File: config.mk
export PLATFORM = sky130hd
export DESIGN_NAME = i2c_slave_core
export DESIGN_NICKNAME = d
export VERILOG_FILES = /design/src/rtl/i2c_pkg.sv /design/src/rtl/i2c_sync_filter.sv /design/src/rtl/i2c_slave_core.sv
export SDC_FILE = /design/constraint.sdc
export NUM_CORES = 1
export LEC_CHECK = 0
export ABC_AREA = 1
export CELL_PAD_IN_SITES_DETAIL_PLACEMENT = 0
export CELL_PAD_IN_SITES_GLOBAL_PLACEMENT = 1
export CORE_ASPECT_RATIO = 1.4
export CORE_MARGIN = 2
export CORE_UTILIZATION = 41
export CTS_CLUSTER_SIZE = 28
export DETAILED_ROUTE_END_ITERATION = 6
export GPL_ROUTABILITY_DRIVEN = 0
export PLACE_DENSITY_LB_ADDON = 0.1
export SYNTH_ARGS = -nofsm -noshare
export SYNTH_HDL_FRONTEND = slang
export SYNTH_SLANG_ARGS = --single-unit
File: constraint.sdc
create_clock -name clk -period 2.2 [get_ports clk]
set_clock_uncertainty 0.15 [all_clocks]
set_input_delay 0.44 -clock clk [delete_from_list [all_inputs] [get_ports clk]]
set_output_delay 0.44 -clock clk [all_outputs]
set_load 0.02 [all_outputs]
File: src/rtl/i2c_pkg.sv
// Shared types and constants for the I2C target core.
package i2c_pkg;

  // Target-side protocol states.
  typedef enum logic [2:0] {
    IDLE      = 3'd0,
    ADDR      = 3'd1,
    ADDR_ACK  = 3'd2,
    RX_BYTE   = 3'd3,
    RX_ACK    = 3'd4,
    TX_BYTE   = 3'd5,
    TX_ACK    = 3'd6,
    WAIT_STOP = 3'd7
  } i2c_slv_state_t;

  // Bus-level meaning of the ninth (acknowledge) bit and the R/W bit.
  localparam logic I2C_ACK      = 1'b0;
  localparam logic I2C_NACK     = 1'b1;
  localparam logic I2C_RW_WRITE = 1'b0;
  localparam logic I2C_RW_READ  = 1'b1;

endpackage

File: src/rtl/i2c_sync_filter.sv
// Synchroniser, glitch filter and edge detector for one open-drain bus line.
// The filtered level moves 2+FILT_LEN clk cycles after a stable bus change.
module i2c_sync_filter #(
  parameter int   FILT_LEN = 3,
  parameter logic RST_VAL  = 1'b1
) (
  input  logic clk,
  input  logic rst_n,
  input  logic in_raw,
  output logic level,
  output logic rise,
  output logic fall
);

  localparam int CW = (FILT_LEN > 1) ? $clog2(FILT_LEN) : 1;

  logic          sync1_q, sync2_q;
  logic          filt_q, filt_d;
  logic          prev_q;
  logic [CW-1:0] cnt_q, cnt_d;

  // Filter: accept the synchronised level only after it has differed from
  // the current filtered level for FILT_LEN consecutive cycles.
  always_comb begin
    // NOTE: every variable gets a default first, so no path leaves it unassigned (no latch).
    filt_d = filt_q;
    cnt_d  = '0;
    if (sync2_q != filt_q) begin
      if (cnt_q == CW'(FILT_LEN - 1)) begin
        filt_d = sync2_q;
      end else begin
        cnt_d = cnt_q + 1'b1;
      end
    end
  end

  // Sync chain, filter state and previous-level register; idle bus is high.
  always_ff @(posedge clk or negedge rst_n) begin
    if (!rst_n) begin
      sync1_q <= RST_VAL;
      sync2_q <= RST_VAL;
      filt_q  <= RST_VAL;
      prev_q  <= RST_VAL;
      cnt_q   <= '0;
    end else begin
      // NOTE: non-blocking so every flop samples its input as it was before this edge.
      sync1_q <= in_raw;
      sync2_q <= sync1_q;
      filt_q  <= filt_d;
      prev_q  <= filt_q;
      cnt_q   <= cnt_d;
    end
  end

  assign level = filt_q;
  assign rise  = filt_q & ~prev_q;
  assign fall  = ~filt_q & prev_q;

endmodule

File: src/rtl/i2c_slave_core.sv
// I2C target: decodes START/STOP, matches a 7-bit address, streams written
// bytes out and read bytes in. SDA is driven open-drain via sda_oe only.
module i2c_slave_core
  import i2c_pkg::*;
#(
  parameter logic [6:0] I2C_ADDR = 7'h2a,
  parameter int         FILT_LEN = 3
) (
  input  logic       clk,
  input  logic       rst_n,
  input  logic       scl_i,
  input  logic       sda_i,
  output logic       sda_oe,
  output logic [7:0] rx_data,
  output logic       rx_valid,
  input  logic [7:0] tx_data,
  output logic       tx_req,
  output logic       start_det,
  output logic       stop_det,
  output logic       busy
);

  logic scl_lvl, scl_rise, scl_fall;
  logic sda_lvl, sda_rise, sda_fall;
  logic start_cond, stop_cond;

  i2c_slv_state_t state_q, state_d;
  logic [2:0]     bit_cnt_q, bit_cnt_d;
  logic [7:0]     shift_q, shift_d;
  logic [7:0]     byte_in;
  logic           rw_q, rw_d;
  logic           sda_oe_q, sda_oe_d;
  logic           busy_q, busy_d;
  logic [7:0]     rx_data_q, rx_data_d;
  logic           rx_valid_q, rx_valid_d;
  logic           start_det_q, start_det_d;
  logic           stop_det_q, stop_det_d;

  i2c_sync_filter #(.FILT_LEN(FILT_LEN), .RST_VAL(1'b1)) u_scl_filt (
    .clk    (clk),
    .rst_n  (rst_n),
    .in_raw (scl_i),
    .level  (scl_lvl),
    .rise   (scl_rise),
    .fall   (scl_fall)
  );

  i2c_sync_filter #(.FILT_LEN(FILT_LEN), .RST_VAL(1'b1)) u_sda_filt (
    .clk    (clk),
    .rst_n  (rst_n),
    .in_raw (sda_i),
    .level  (sda_lvl),
    .rise   (sda_rise),
    .fall   (sda_fall)
  );

  // SDA may only move while SCL is high at START/STOP; both edges cannot coincide.
  assign start_cond = sda_fall & scl_lvl;
  assign stop_cond  = sda_rise & scl_lvl;

  // Protocol state machine; all bus decisions are taken on filtered SCL edges.
  always_comb begin
    state_d     = state_q;
    bit_cnt_d   = bit_cnt_q;
    shift_d     = shift_q;
    rw_d        = rw_q;
    sda_oe_d    = sda_oe_q;
    busy_d      = busy_q;
    rx_data_d   = rx_data_q;
    rx_valid_d  = 1'b0;
    start_det_d = 1'b0;
    stop_det_d  = 1'b0;
    tx_req      = 1'b0;
    byte_in     = {shift_q[6:0], sda_lvl};

    if (stop_cond) begin
      state_d    = IDLE;
      bit_cnt_d  = 3'd0;
      sda_oe_d   = 1'b0;
      busy_d     = 1'b0;
      stop_det_d = 1'b1;
    end else if (start_cond) begin
      // Also covers repeated START: any driven ACK or data bit is dropped now.
      state_d     = ADDR;
      bit_cnt_d   = 3'd0;
      sda_oe_d    = 1'b0;
      start_det_d = 1'b1;
    end else begin
      case (state_q)
        ADDR: begin
          if (scl_rise) begin
            shift_d   = byte_in;
            bit_cnt_d = bit_cnt_q + 3'd1;
            if (bit_cnt_q == 3'd7) begin
              if (byte_in[7:1] == I2C_ADDR) begin
                state_d = ADDR_ACK;
                rw_d    = byte_in[0];
                busy_d  = 1'b1;
              end else begin
                state_d = WAIT_STOP;
                busy_d  = 1'b0;
              end
            end
          end
        end

        ADDR_ACK: begin
          // First fall opens the ACK slot, second fall closes it.
          if (scl_fall) begin
            if (!sda_oe_q) begin
              sda_oe_d = 1'b1;
            end else if (rw_q == I2C_RW_READ) begin
              tx_req    = 1'b1;
              shift_d   = tx_data;
              sda_oe_d  = ~tx_data[7];
              bit_cnt_d = 3'd0;
              state_d   = TX_BYTE;
            end else begin
              sda_oe_d  = 1'b0;
              bit_cnt_d = 3'd0;
              state_d   = RX_BYTE;
            end
          end
        end

        RX_BYTE: begin
          if (scl_rise) begin
            shift_d   = byte_in;
            bit_cnt_d = bit_cnt_q + 3'd1;
            if (bit_cnt_q == 3'd7) begin
              rx_data_d  = byte_in;
              rx_valid_d = 1'b1;
              state_d    = RX_ACK;
            end
          end
        end

        RX_ACK: begin
          if (scl_fall) begin
            if (!sda_oe_q) begin
              sda_oe_d = 1'b1;
            end else begin
              sda_oe_d  = 1'b0;
              bit_cnt_d = 3'd0;
              state_d   = RX_BYTE;
            end
          end
        end

        TX_BYTE: begin
          if (scl_rise) begin
            bit_cnt_d = bit_cnt_q + 3'd1;
          end else if (scl_fall) begin
            if (bit_cnt_q == 3'd0) begin
              // Eighth bit done: hand SDA to the master for its ACK/NACK.
              sda_oe_d = 1'b0;
              state_d  = TX_ACK;
            end else begin
              // Rotate rather than zero-fill; the bit wrapping into [0] is never driven.
              shift_d  = {shift_q[6:0], shift_q[7]};
              sda_oe_d = ~shift_q[6];
            end
          end
        end

        TX_ACK: begin
          if (scl_rise) begin
            if (sda_lvl == I2C_NACK) begin
              state_d = WAIT_STOP;
              busy_d  = 1'b0;
            end else begin
              bit_cnt_d = 3'd1;
            end
          end else if (scl_fall && bit_cnt_q == 3'd1) begin
            tx_req    = 1'b1;
            shift_d   = tx_data;
            sda_oe_d  = ~tx_data[7];
            bit_cnt_d = 3'd0;
            state_d   = TX_BYTE;
          end
        end

        default: ;
      endcase
    end
  end

  // State and output registers; reset releases SDA without waiting for a clock.
  always_ff @(posedge clk or negedge rst_n) begin
    if (!rst_n) begin
      state_q     <= IDLE;
      bit_cnt_q   <= 3'd0;
      shift_q     <= 8'h00;
      rw_q        <= I2C_RW_WRITE;
      sda_oe_q    <= 1'b0;
      busy_q      <= 1'b0;
      rx_data_q   <= 8'h00;
      rx_valid_q  <= 1'b0;
      start_det_q <= 1'b0;
      stop_det_q  <= 1'b0;
    end else begin
      state_q     <= state_d;
      bit_cnt_q   <= bit_cnt_d;
      shift_q     <= shift_d;
      rw_q        <= rw_d;
      sda_oe_q    <= sda_oe_d;
      busy_q      <= busy_d;
      rx_data_q   <= rx_data_d;
      rx_valid_q  <= rx_valid_d;
      start_det_q <= start_det_d;
      stop_det_q  <= stop_det_d;
    end
  end

  assign sda_oe    = sda_oe_q;
  assign busy      = busy_q;
  assign rx_data   = rx_data_q;
  assign rx_valid  = rx_valid_q;
  assign start_det = start_det_q;
  assign stop_det  = stop_det_q;

endmodule
==> metrics.md <==
| Metric | Value |
|---|---|
| Status | finished, final reports clean |
| CP Capture Type | output port |
| Largest net degree at the start of global routing | 25 |
| GRT Residual Overflow | 0 |
| Mapped Cells | 300 |
| Die Span Y | 93.4 um |
| Hold Path Stages | 0 |
| Critical path data arrival time | 1.46 ns |
| # setup viols final | 0 |
| Longest Clk Path Bufs | 2 |
| Sequential area share after synthesis | 43.2% |
| Hold Slack | 0.208 ns |
| Final Hold Fails | 0 |
| LEAKAGE | 1.43 nW |
| CP Buf/Inv Count | 3 |
| Ys flop type | dfrtp_1 |
| Post-layout power | 0.00431 W |
| Initial cell density of the core | 42.3% |
| CORE AREA | 5530 sq um |
| Fin. max-slew vios | 0 |
| Clock Sink Count | 40 |
| Post-synth EDFFs | 0 |
| Achievable Freq | a little under 500 MHz |
| Final period util | 93.1% |
| Top-count cell post-synth | nand2_1 |
| Routed via count | 2045 |
| Clock-pin slew on the worst setup and hold paths | 0.08 ns |
| DRT iter0 DRCs | 109 |
| Worst path cell trace | inv_2 > nand2_1 > inv_1 > a32o_1 > buf_2 |
| Core Rows | 32 |
| CTS root buf | clkbuf_8 |
| Crit path depth | 5 |
| First-pass GRT wire length | 9.64 mm |
| Skew-Pair Late Insertion Delay | just under 0.3 ns |
| Worst path max stage delay | 0.54 ns |
| DP Worst Slack | 0.0885 ns |
| Critical path's top delay family | flip-flops |
| Detailed placement HPWL | 4.36 mm |
| Vias in the first global route | 1970 |
| Max transition margin | a little under three quarters |
| Synth unique cells | 34 |
| # port buffers | 25 |
| Peak supply drop | a little under 0.7 mV |
| CP max FO | 3 |
| Crit path required time | 1.61 ns |
| Top post-synthesis cells by area | dfrtp_1 (34%), nand2_1 (17%), dfstp_2 (9.0%), nand3_1 (5.6%), buf_6 (3.4%) |
| Antenna diodes | 0 |
| Die area | 6340 sq um |
| Total Neg Setup Slack | 0 ns |
| RSZ-0062 raised after global routing | no |
| Finished Cell Area | between 2000 and 3000 sq um |
| Pre-Repair DR Iteration Count | 4 |
| Placement Cell Area | approximately 2700 sq um |
| Final nets | 355 |
| Area Overhead vs Synth | 21.6% |
| Total Wirelength | approximately 5.7 mm |
| Layout cells sized above 1 | 20.3% |
| Routed length per instance | 14.1 um |
| Slew of the pin with the lowest slew margin | 0.426 ns |
| FF+latch count, synth | 40 |
| PD cells | 1520 nW/um^2 |
| GRT Util Overall | 20.5% |
| Setup Crit Path Kind | flop to output port |
| Asr flop ratio synth | 100% |
| I/O Pins | 26 |
| Final ANT Viol Nets | 0 |
| Hold crit path type | flop to flop |
| Vias per inst | 5.01 |
| Mapped Nets | roughly 320 |
| FILL cells | around 550 |
| Synth cell count leaders | nand2_1 (107), dfrtp_1 (32), nand3_1 (26), inv_1 (20), nor2_1 (19) |
| Largest area contributor in the netlist | dfrtp_1 |
| Post-route setup slack | 0.152 ns |
| DRC Markers | 0 |
| Total CTS buffers | 5 |
| Max-Cap Viols | 0 |
| Worst r2r path cells | 10 |
| Cell area after synthesis | 2340 sq um |
| Initial antenna violation count | 0 |
| Die Wd | slightly below 70 um |
| Startpoint Class | flop |
| TritonCTS clock tree | yes |
| Syn. warnings | 0 |
| Htree depth | 2 |
| Slowest CP cell | dfstp_2 |
| Crit path time final | 2.05 ns |
| Syn Area/Cell | slightly below 8 sq um |
| Synth top area share | 34.2% |
==> placed cells by master (no fill, tap or decap), drive strengths merged, types with 2 or more instances in the layout <==
master         synthesis  routed
nand3                 32      32
ha                     4       4
dfrtp                 32      32
dfstp                  8       8
nand4                  4       4
xnor2                  2       2
clkdlybuf4s50          0      23
nand2                112     112
clkbuf                 0       6
nor2                  27      27
clkinv                 1       2
o211ai                 4       4
a21oi                 11      11
buf                    9      17
nor3                   7       7
inv                   29      29
o21ai                 13      13
==> registers in the layout, indices dropped and copies added, names as in the netlist, 2 cells and up <==
name / flops
rx_data: 8
shift_q: 8
bit_cnt_q: 3
state_q: 3
u_scl_filt.cnt_q: 2
u_sda_filt.cnt_q: 2
==> per-layer routing <==
layer  vias to the layer above  GRT usage [%]  share of wire (%)
li1                       1040              -                  -
met1                       938           26.9                 44
met2                        50           31.6                 49
met3                        17           3.61                3.4
met4                         0           10.8                3.8
met5                         -              0                  0
==> kinds of logic after synthesis <==
kind of cell,synth area share [%]
DFF,43.2
buffers and inverters,9.04
AOI/OAI and AO/OA,8.88
xor gates and xnor gates,0.749
and+or+nand+nor,36.0
adders and majority gates,2.14
==> what timing repair did <==
action	4_1_cts	5_1_grt
hold buffers	1	0
setup buffers	0	0
endpoints found under the hold margin	14	0
gates resized for setup	3	4
endpoints found under the setup margin	1	4
==> worst paths after layout <==
kind	start	end	slack [ns]
worst min-delay path	u_scl_filt.sync1_q	u_scl_filt.sync2_q	0.21
worst max register to register	u_scl_filt.level	state_q[2]	0.22
max in group asynchronous	rst_n	u_sda_filt.sync2_q	0.90
worst min register to register	u_scl_filt.sync1_q	u_scl_filt.sync2_q	0.21
worst max-delay path	u_scl_filt.level	tx_req	0.15
min in group asynchronous	rst_n	u_scl_filt.cnt_q[0]	0.46
==> where the power goes <==
group	switching [W]	total (W)	internal, W
Clock	0.000277	0.000649	0.000371
Combinational	0.00157	0.00246	0.000893
Sequential	0.000216	0.00120	0.000984
Total	0.00206	0.00431	0.00225
==> final cells by class <==
type,count,area [sq um],share of cell area (%)
clock buffers,6,82.6,2.90
clock inverters,2,38.8,1.36
inverters,30,123,4.31
multi-input cells,221,1130,39.7
flip-flops and latches,40,1010,35.5
well taps,68,85.1,2.99
repair buffers,41,375,13.2
==> per-stage QoR <==
| stage | instances | util, % |
|---|---|---|
| floorplan | 300 | - |
| global placement | 399 | 49.0 |
| detailed placement | 399 | 49.0 |
| CTS | 408 | 51.4 |
| global route | 408 | 51.5 |
| finish | 408 | 51.5 |
No activity file was read; power rests on OpenSTA's default activity.
